### config.mk
export PLATFORM = sky130hd
export DESIGN_NAME = fft_pipe_elastic
export DESIGN_NICKNAME = d
export VERILOG_FILES = /design/src/rtl/fft_pkg.sv /design/src/rtl/fft_pipe_slice.sv /design/src/rtl/fft_pipe_elastic.sv
export SDC_FILE = /design/constraint.sdc
export NUM_CORES = 2
export LEC_CHECK = 0
export CORE_AREA = 2 2 764 766
export DETAILED_ROUTE_END_ITERATION = 8
export DIE_AREA = 0 0 766 768
export PLACE_DENSITY_LB_ADDON = 0.08
export SYNTH_ARGS = -nofsm -noshare
export SYNTH_HDL_FRONTEND = slang
export SYNTH_HIERARCHICAL = 1
export SYNTH_SLANG_ARGS = --single-unit
### constraint.sdc
create_clock -name clk -period 1.8 [get_ports clk]
set_input_delay 0.36 -clock clk [delete_from_list [all_inputs] [get_ports clk]]
set_output_delay 0.36 -clock clk [all_outputs]
set_load 0.01 [all_outputs]
### src/rtl/fft_pkg.sv
// Shared constants and helpers for the elastic FFT pipeline register.
package fft_pkg;

  localparam int W_DEF     = 15;
  localparam int LANES_DEF = 32;

  // Extract lane k from a packed vector (default geometry).
  function automatic logic [W_DEF-1:0] lane_get(input logic [LANES_DEF*W_DEF-1:0] v,
                                                input int k);
    return v[k*W_DEF +: W_DEF];
  endfunction

  // Return v with lane k replaced by x (default geometry).
  function automatic logic [LANES_DEF*W_DEF-1:0] lane_set(input logic [LANES_DEF*W_DEF-1:0] v,
                                                          input int k,
                                                          input logic [W_DEF-1:0] x);
    logic [LANES_DEF*W_DEF-1:0] r;
    r = v;
    r[k*W_DEF +: W_DEF] = x;
    return r;
  endfunction

  // Count set bits; callers zero-extend their valid vector to 32 bits.
  function automatic logic [5:0] popcount(input logic [31:0] x);
    logic [5:0] c;
    c = '0;
    for (int i = 0; i < 32; i++) c = c + {5'd0, x[i]};
    return c;
  endfunction

endpackage

### src/rtl/fft_pipe_slice.sv
// One elastic register stage: valid bit plus payload, ready passed upstream
// combinationally so a full chain still streams one beat per cycle.
module fft_pipe_slice import fft_pkg::*; #(
  parameter int PW = 2 + 2 * LANES_DEF * W_DEF
) (
  input  logic          clk,
  input  logic          rst,
  input  logic          flush,
  input  logic          up_valid,
  input  logic [PW-1:0] up_data,
  input  logic          dn_ready,
  output logic          valid,
  output logic [PW-1:0] data,
  output logic          rdy
);

  logic          v_q, v_d;
  logic [PW-1:0] d_q;

  // Stage can take a new beat when empty or when its beat moves on.
  assign rdy   = !v_q | dn_ready;
  assign valid = v_q;
  assign data  = d_q;

  // Next valid: flush empties the stage, otherwise follow upstream on load.
  always_comb begin
    v_d = v_q;
    if (flush)    v_d = 1'b0;
    else if (rdy) v_d = up_valid;
  end

  // Valid register; cleared by reset.
  always_ff @(posedge clk) begin
    if (rst) v_q <= 1'b0;
    else     v_q <= v_d;
  end

  // Payload only clocks on a real load, so idle/stalled data stays put.
  always_ff @(posedge clk) begin
    if (rst)                              d_q <= '0;
    else if (!flush && rdy && up_valid)   d_q <= up_data;
  end

endmodule

### src/rtl/fft_pipe_elastic.sv
// Parametrised elastic pipeline register for LANES complex samples with
// frame tags, synchronous flush and an occupancy count.
module fft_pipe_elastic import fft_pkg::*; #(
  parameter int W     = W_DEF,
  parameter int LANES = LANES_DEF,
  parameter int DEPTH = 2,
  parameter int CNT_W = 4
) (
  input  logic               clk,
  input  logic               rst,
  input  logic               flush,
  input  logic               in_valid,
  output logic               in_ready,
  input  logic               in_sof,
  input  logic               in_eof,
  input  logic [LANES*W-1:0] d_r,
  input  logic [LANES*W-1:0] d_i,
  output logic               out_valid,
  input  logic               out_ready,
  output logic               out_sof,
  output logic               out_eof,
  output logic [LANES*W-1:0] q_r,
  output logic [LANES*W-1:0] q_i,
  output logic [CNT_W-1:0]   occupancy
);

  localparam int PW = 2 + 2 * LANES * W;

  // vin[s] is the valid entering stage s; vin[s+1] is stage s's own valid.
  logic [DEPTH:0] vin;
  logic [DEPTH:0] rdy;
  logic [PW-1:0]  pl [DEPTH+1];

  assign vin[0]     = in_valid & !flush;
  assign pl[0]      = {in_sof, in_eof, d_r, d_i};
  assign rdy[DEPTH] = out_ready;

  for (genvar s = 0; s < DEPTH; s++) begin : g_stage
    fft_pipe_slice #(.PW(PW)) u_slice (
      .clk      (clk),
      .rst      (rst),
      .flush    (flush),
      .up_valid (vin[s]),
      .up_data  (pl[s]),
      .dn_ready (rdy[s+1]),
      .valid    (vin[s+1]),
      .data     (pl[s+1]),
      .rdy      (rdy[s])
    );
  end

  assign in_ready  = rdy[0] & !flush;
  assign out_valid = vin[DEPTH];
  assign {out_sof, out_eof, q_r, q_i} = pl[DEPTH];
  assign occupancy = CNT_W'(popcount(32'(vin[DEPTH:1])));

endmodule

==> Word-level counts from Yosys, hierarchy flattened <==
Cells that the tools add are included.
{ "word_totals": {"reg_bits": 1926, "latchBits": 0, "ram_bits": 0, "rom_bits": 0, "input_bits": 967, "output_inout_bits": 968, "n_memories": 0} }
{ "op_classes": {"addsub": 1, "multipliers": 0, "div_mod_pow": 0, "order_cmp": 0, "n_eq_ne": 0, "shifts": 0, "n_mux": 0, "bitwise_logic": 4, "n_reduce_logical": 8} }
{ "ops": {"columns": ["cell", "n"], "rows": [
  ["logical AND 1 bit", 4],
  ["zero test 1 bit", 3],
  ["adder 1 x 1 -> 2 bit", 1],
  ["bitwise AND 1 bit", 2],
  ["OR 1 bit", 2],
  ["OR reduction 2 bit", 1]
]} }

==> Longest topological paths before layout <==
{ "depth": {"depth_word": 5, "depth_mapped": 9, "ltp_nobuf": 5} }

==> Modules after synthesis <==
The synthesis kept the hierarchy.
{ "by_module_without_submodules": {"columns": ["mod", "instances", "cells_per_inst", "area_each_um2", "seq_area_each_um2"], "rows": [
  ["fft_pipe_slice", 2, 4175, 42634.6, 19278.5],
  ["fft_pipe_elastic", 1, 6, 43.8, 0.0]
]} }

==> Worst setup path after synthesis <==
Ideal clock, no wire load.
{ "synth_timing": {"path_type": "reg2reg", "start": "register g_stage[1].u_slice.v_q", "end": "register g_stage[0].u_slice.d_q[875]", "arrival_ns": 1.524, "setup_slack_ns": 0.156, "path_stages_with_launch": 10, "cell_sequence": "dfxtp_1 nor2b_2 inv_1 nor2b_2 nor3b_2 buf_2 buf_4 buf_6 buf_6 mux2i_1"} }
{ "synth_between": {"elab_chain_cells": 5} }
{ "synth_rtl": {"columns": ["item", "line", "rtl"], "rows": [
  ["start: declaration", "fft_pipe_slice.sv:17", "logic v_q, v_d;"],
  ["start signal: assignment", "fft_pipe_slice.sv:35", "else v_q <= v_d;"],
  ["zero test 1 bit", "fft_pipe_slice.sv:21", "assign rdy = !v_q | dn_ready;"],
  ["OR 1 bit", "fft_pipe_slice.sv:21", null],
  ["net rdy[1]", "fft_pipe_elastic.sv:31", "logic [DEPTH:0] rdy;"],
  ["OR 1 bit", "fft_pipe_slice.sv:21", null],
  ["logical AND 1 bit (2 in series)", "fft_pipe_slice.sv:41", "else if (!flush && rdy && up_valid) d_q <= up_data;"],
  ["end signal: assignment", "fft_pipe_slice.sv:41", null],
  ["end: declaration", "fft_pipe_slice.sv:18", "logic [PW-1:0] d_q;"]
]} }
The timed path passes the listed nets, and every way through them passes these cells.
A chain may end at the register's enable or synchronous reset.

==> Worst setup path after layout <==
{ "layout_timing": {"start": "register g_stage[1].u_slice.v_q", "end": "register g_stage[0].u_slice.d_q[122]"} }
The elaborated chain is that of the path after synthesis.

==> run summary <==
RUN STATUS
-----------------------------------------------------------------------------------------------------------------
Outcome                                                                                              finished, violations left
Failing checks                                                                                       setup timing

STA
-----------------------------------------------------------------------------------------------------------------
Final-report setup violation count                                                                           2001
Slew @ Worst Pin                                                                                         532.5 ps
Count of final max-slew check failures                                                                          0
Highest clock frequency the design can meet                                                            0.4479 GHz
Max-slew headroom at the worst pin                                                                         0.6445
RSZ-0062 raised after global routing                                                                         true
Tcrit/Tclk final                                                                                            1.240
Final critical delay including setup and external delays                                                  2233 ps
Worst Hold Margin                                                                                        114.2 ps
Worst setup slack after layout                                                                          -432.8 ps
Worst Clk Skew                                                                                           70.49 ps
Final number of hold-violating endpoints                                                                        0

FLOORPLAN
-----------------------------------------------------------------------------------------------------------------
Floorplan Core Area                                                                                    579800 um2
Starting density of the core                                                                               0.1471
Area of the die                                                                                        588300 um2
Die Ht                                                                                                     768 um
Io pins                                                                                                      1935
Number of standard-cell rows in the floorplan                                                                 280
Die width                                                                                                  766 um

LOGIC SYNTHESIS
-----------------------------------------------------------------------------------------------------------------
Top cell type's share of synthesized area                                                                  0.4519
Synthesized-area fraction occupied by xor and xnor cells                                                        0
Arithmetic-cell share of the synthesized area counting full adders, half adders and majority gates      0.0001467
Flip-flop and latch count after synthesis                                                                    1926
Sequential area share after synthesis                                                                      0.4519
Average cell area after synthesis                                                                       10.21 um2
Combinational family with the most area after synthesis                                              simple AND/OR/NAND/NOR gates
Largest area contributor in the synthesized netlist                                                       dfxtp_1
Synth Area in Compound Gates                                                                                    0
Fraction of synthesized area in multiplexers                                                               0.2257
Number of instances in the synthesized netlist                                                               8356
Mapped Area                                                                                             85310 um2
Number of distinct library cells after synthesis                                                               15
Top area cells in the synthesized netlist                                                            dfxtp_1 (45%), nand2b_1 (28%), mux2i_1 (23%), clkbuf_1 (1.8%), buf_4 (1.3%)
Basic-gate share of the synthesized area counting and, or, nand and nor cells                              0.2830
Synth warnings                                                                                                  6

LAYOUT
-----------------------------------------------------------------------------------------------------------------
Fraction of the core area covered by cells at the end of the flow                                          0.2421
Commonest non-fill, non-tap cells in the layout                                                      nand2b_1 (3848), mux2i_1 (1916), dfxtp_1 (1072)
Seq. cell area                                                                                          39840 um2
Share of post-route cells with drive strength above 1                                                      0.2533
Most frequent standard cell in the layout excluding fill and tap cells                                   nand2b_1
Area of the multi-input gates                                                                           43510 um2
Area growth syn-to-layout                                                                                  64.56%
Number of inserted filler cells in the final layout                                                         62360
Net count reported at finish                                                                                12440

ROUTE
-----------------------------------------------------------------------------------------------------------------
Via Count                                                                                                   69090
Detailed Route WL                                                                                        459.5 mm
Routed WL per cell                                                                                       23.56 um
Routed Antenna Nets                                                                                             0
First drt pass iteration count                                                                                  5
Detailed-route DRC error count                                                                                  0
Routed vias/inst                                                                                            3.543
First-iteration detailed-routing DRC count                                                                   2620

FLOW RUN
-----------------------------------------------------------------------------------------------------------------
Max-Cap Viols                                                                                                   0

WORST SETUP PATH
-----------------------------------------------------------------------------------------------------------------
Capturing element type of the critical path                                                              register
Critical path arrival                                                                                     3040 ps
Sort of element at the start of the critical path                                                        register
Setup Crit Path Kind                                                                                 register to register
Largest fanout of any net on the critical path                                                                 41
Required time at the worst-slack endpoint                                                                 2610 ps

GRT
-----------------------------------------------------------------------------------------------------------------
Largest net degree at the start of global routing                                                             127
Leftover overflow at the end of global routing                                                                  0
Wire length of the first global-routing pass                                                             605.1 mm
Global-route usage over all layers                                                                         0.1449
Number of global-route vias before repair                                                                   72080
Initial antenna violation count                                                                               251

WORST HOLD PATH
-----------------------------------------------------------------------------------------------------------------
Path class of the lowest-slack min-delay path                                                        input pin to register

PLACED DESIGN
-----------------------------------------------------------------------------------------------------------------
Final Wtd Congestion                                                                                       0.8223
I/O Buffers                                                                                                  1932
Post-detail-place hpwl                                                                                   354.4 mm

CLOCK NETWORK
-----------------------------------------------------------------------------------------------------------------
CTS clk-pin slew, worst paths                                                                               60 ps
Sinks on Clock Net                                                                                           1926
Inserted Clock Buffers                                                                                        280
Insertion delay to the later sink of the worst-skew pair                                                   920 ps
Clock root buffer master                                                                                clkbuf_16
Buffers from clock root to sink, at most                                                                        4
CTS tree                                                                                                      yes
H-tree depth                                                                                                    5

POWER
-----------------------------------------------------------------------------------------------------------------
Worst IR Drop VDD                                                                                       0.7173 mV
Static power due to leakage                                                                            0.04953 uW
PwrDens                                                                                              787.2 nW/um2

through the flow:
stage	TNS [ps]	total power (uW)	setup WS, ps	area [um2]	instances
after floorplan	0	48930	156.1	85320	8357
after global placement	-1556300	53730	-1012	116300	17820
after detailed placement	-1515600	53740	-1020	116300	17820
after CTS	-771420	112900	-555.2	136000	19220
after global routing	-792770	115500	-566.3	140300	19460
final	-548380	110500	-432.8	140400	19500
per-layer routing:
layer  GRT usage  wire [um]
met5           0        781
met4     0.03072      10850
met2      0.2491     218200
met3     0.05697      37690
met1      0.1696     192000
cells in the mapped netlist:
| master | number |
|---|---|
| clkbuf_1 | 404 |
| nor3_1 | 2 |
| buf_6 | 40 |
| nor2_1 | 2 |
| inv_1 | 2 |
| nor2b_2 | 2 |
| mux2i_1 | 1924 |
| buf_4 | 144 |
| nor3b_2 | 2 |
| nand2b_1 | 3848 |
| buf_2 | 56 |
| dfxtp_1 | 1926 |
| ha_1 | 1 |
| nor2b_1 | 2 |
| conb_1 | 1 |
power by group:
part / switching (uW) / internal, uW
logic: 4370 / 6510
clock network: 22700 / 33000
registers: 571 / 43300
total: 27600 / 82900
path summary, 6_finish.rpt:
kind	from	to	slack, ps	cells past startpoint
setup / recovery	g_stage[1].u_slice/valid	g_stage[0].u_slice/data[122]	-430	10
hold / removal	d_i[212]	g_stage[0].u_slice/data[212]	110	3
setup reg to reg	g_stage[1].u_slice/valid	g_stage[0].u_slice/data[122]	-430	10
hold reg to reg	g_stage[0].u_slice/data[444]	g_stage[1].u_slice/data[444]	440	2
sequential cells by signal (all words and copies together) (netlist names):
register / cells
g_stage.u_slice/valid: 2
g_stage.u_slice/data: 1924
kinds of logic (layout without fill, tap and decap cells):
family | Yosys count | count (layout)
adder cells (fa/ha/maj) | 1 | 1
flip-flops | 1926 | 1926
multiplexers | 1924 | 1924
other | 1 | 86
buffers and inverters | 646 | 3953
AND/OR/NAND/NOR | 3858 | 3858
worst max-delay path: stages (launching register included):
cell and delay, ps:
dfxtp_2 310, nor2b_4 120, inv_2 70, nor2b_4 40, buf_4 140, nor3b_4 230
buf_12 180, buf_12 140, clkbuf_16 240, buf_16 290, mux2i_1 240
layout make-up:
| class | instances | share of cell area |
|---|---|---|
| Antenna cell | 84 | 0.001497 |
| Clock buffer | 420 | 0.05888 |
| Clock inverter | 58 | 0.005374 |
| Inverter | 2 | 0.00005347 |
| Multi-Input combinational cell | 5785 | 0.3099 |
| Sequential cell | 1926 | 0.2838 |
| Tap cell | 7755 | 0.06911 |
| Timing Repair Buffer | 3473 | 0.2714 |
what timing repair did:
| item | in CTS | in global routing |
|---|---|---|
| endpoints found under the hold margin | 763 | 0 |
| endpoints found under the setup margin | 2872 | 2878 |
| gates resized for setup | 4530 | 1590 |
| cloned | 4 | 73 |
| setup buffers | 157 | 130 |
| hold buffers | 763 | 0 |
| pin swaps | 1 | 2 |
Power figures use the tool's default switching activity.
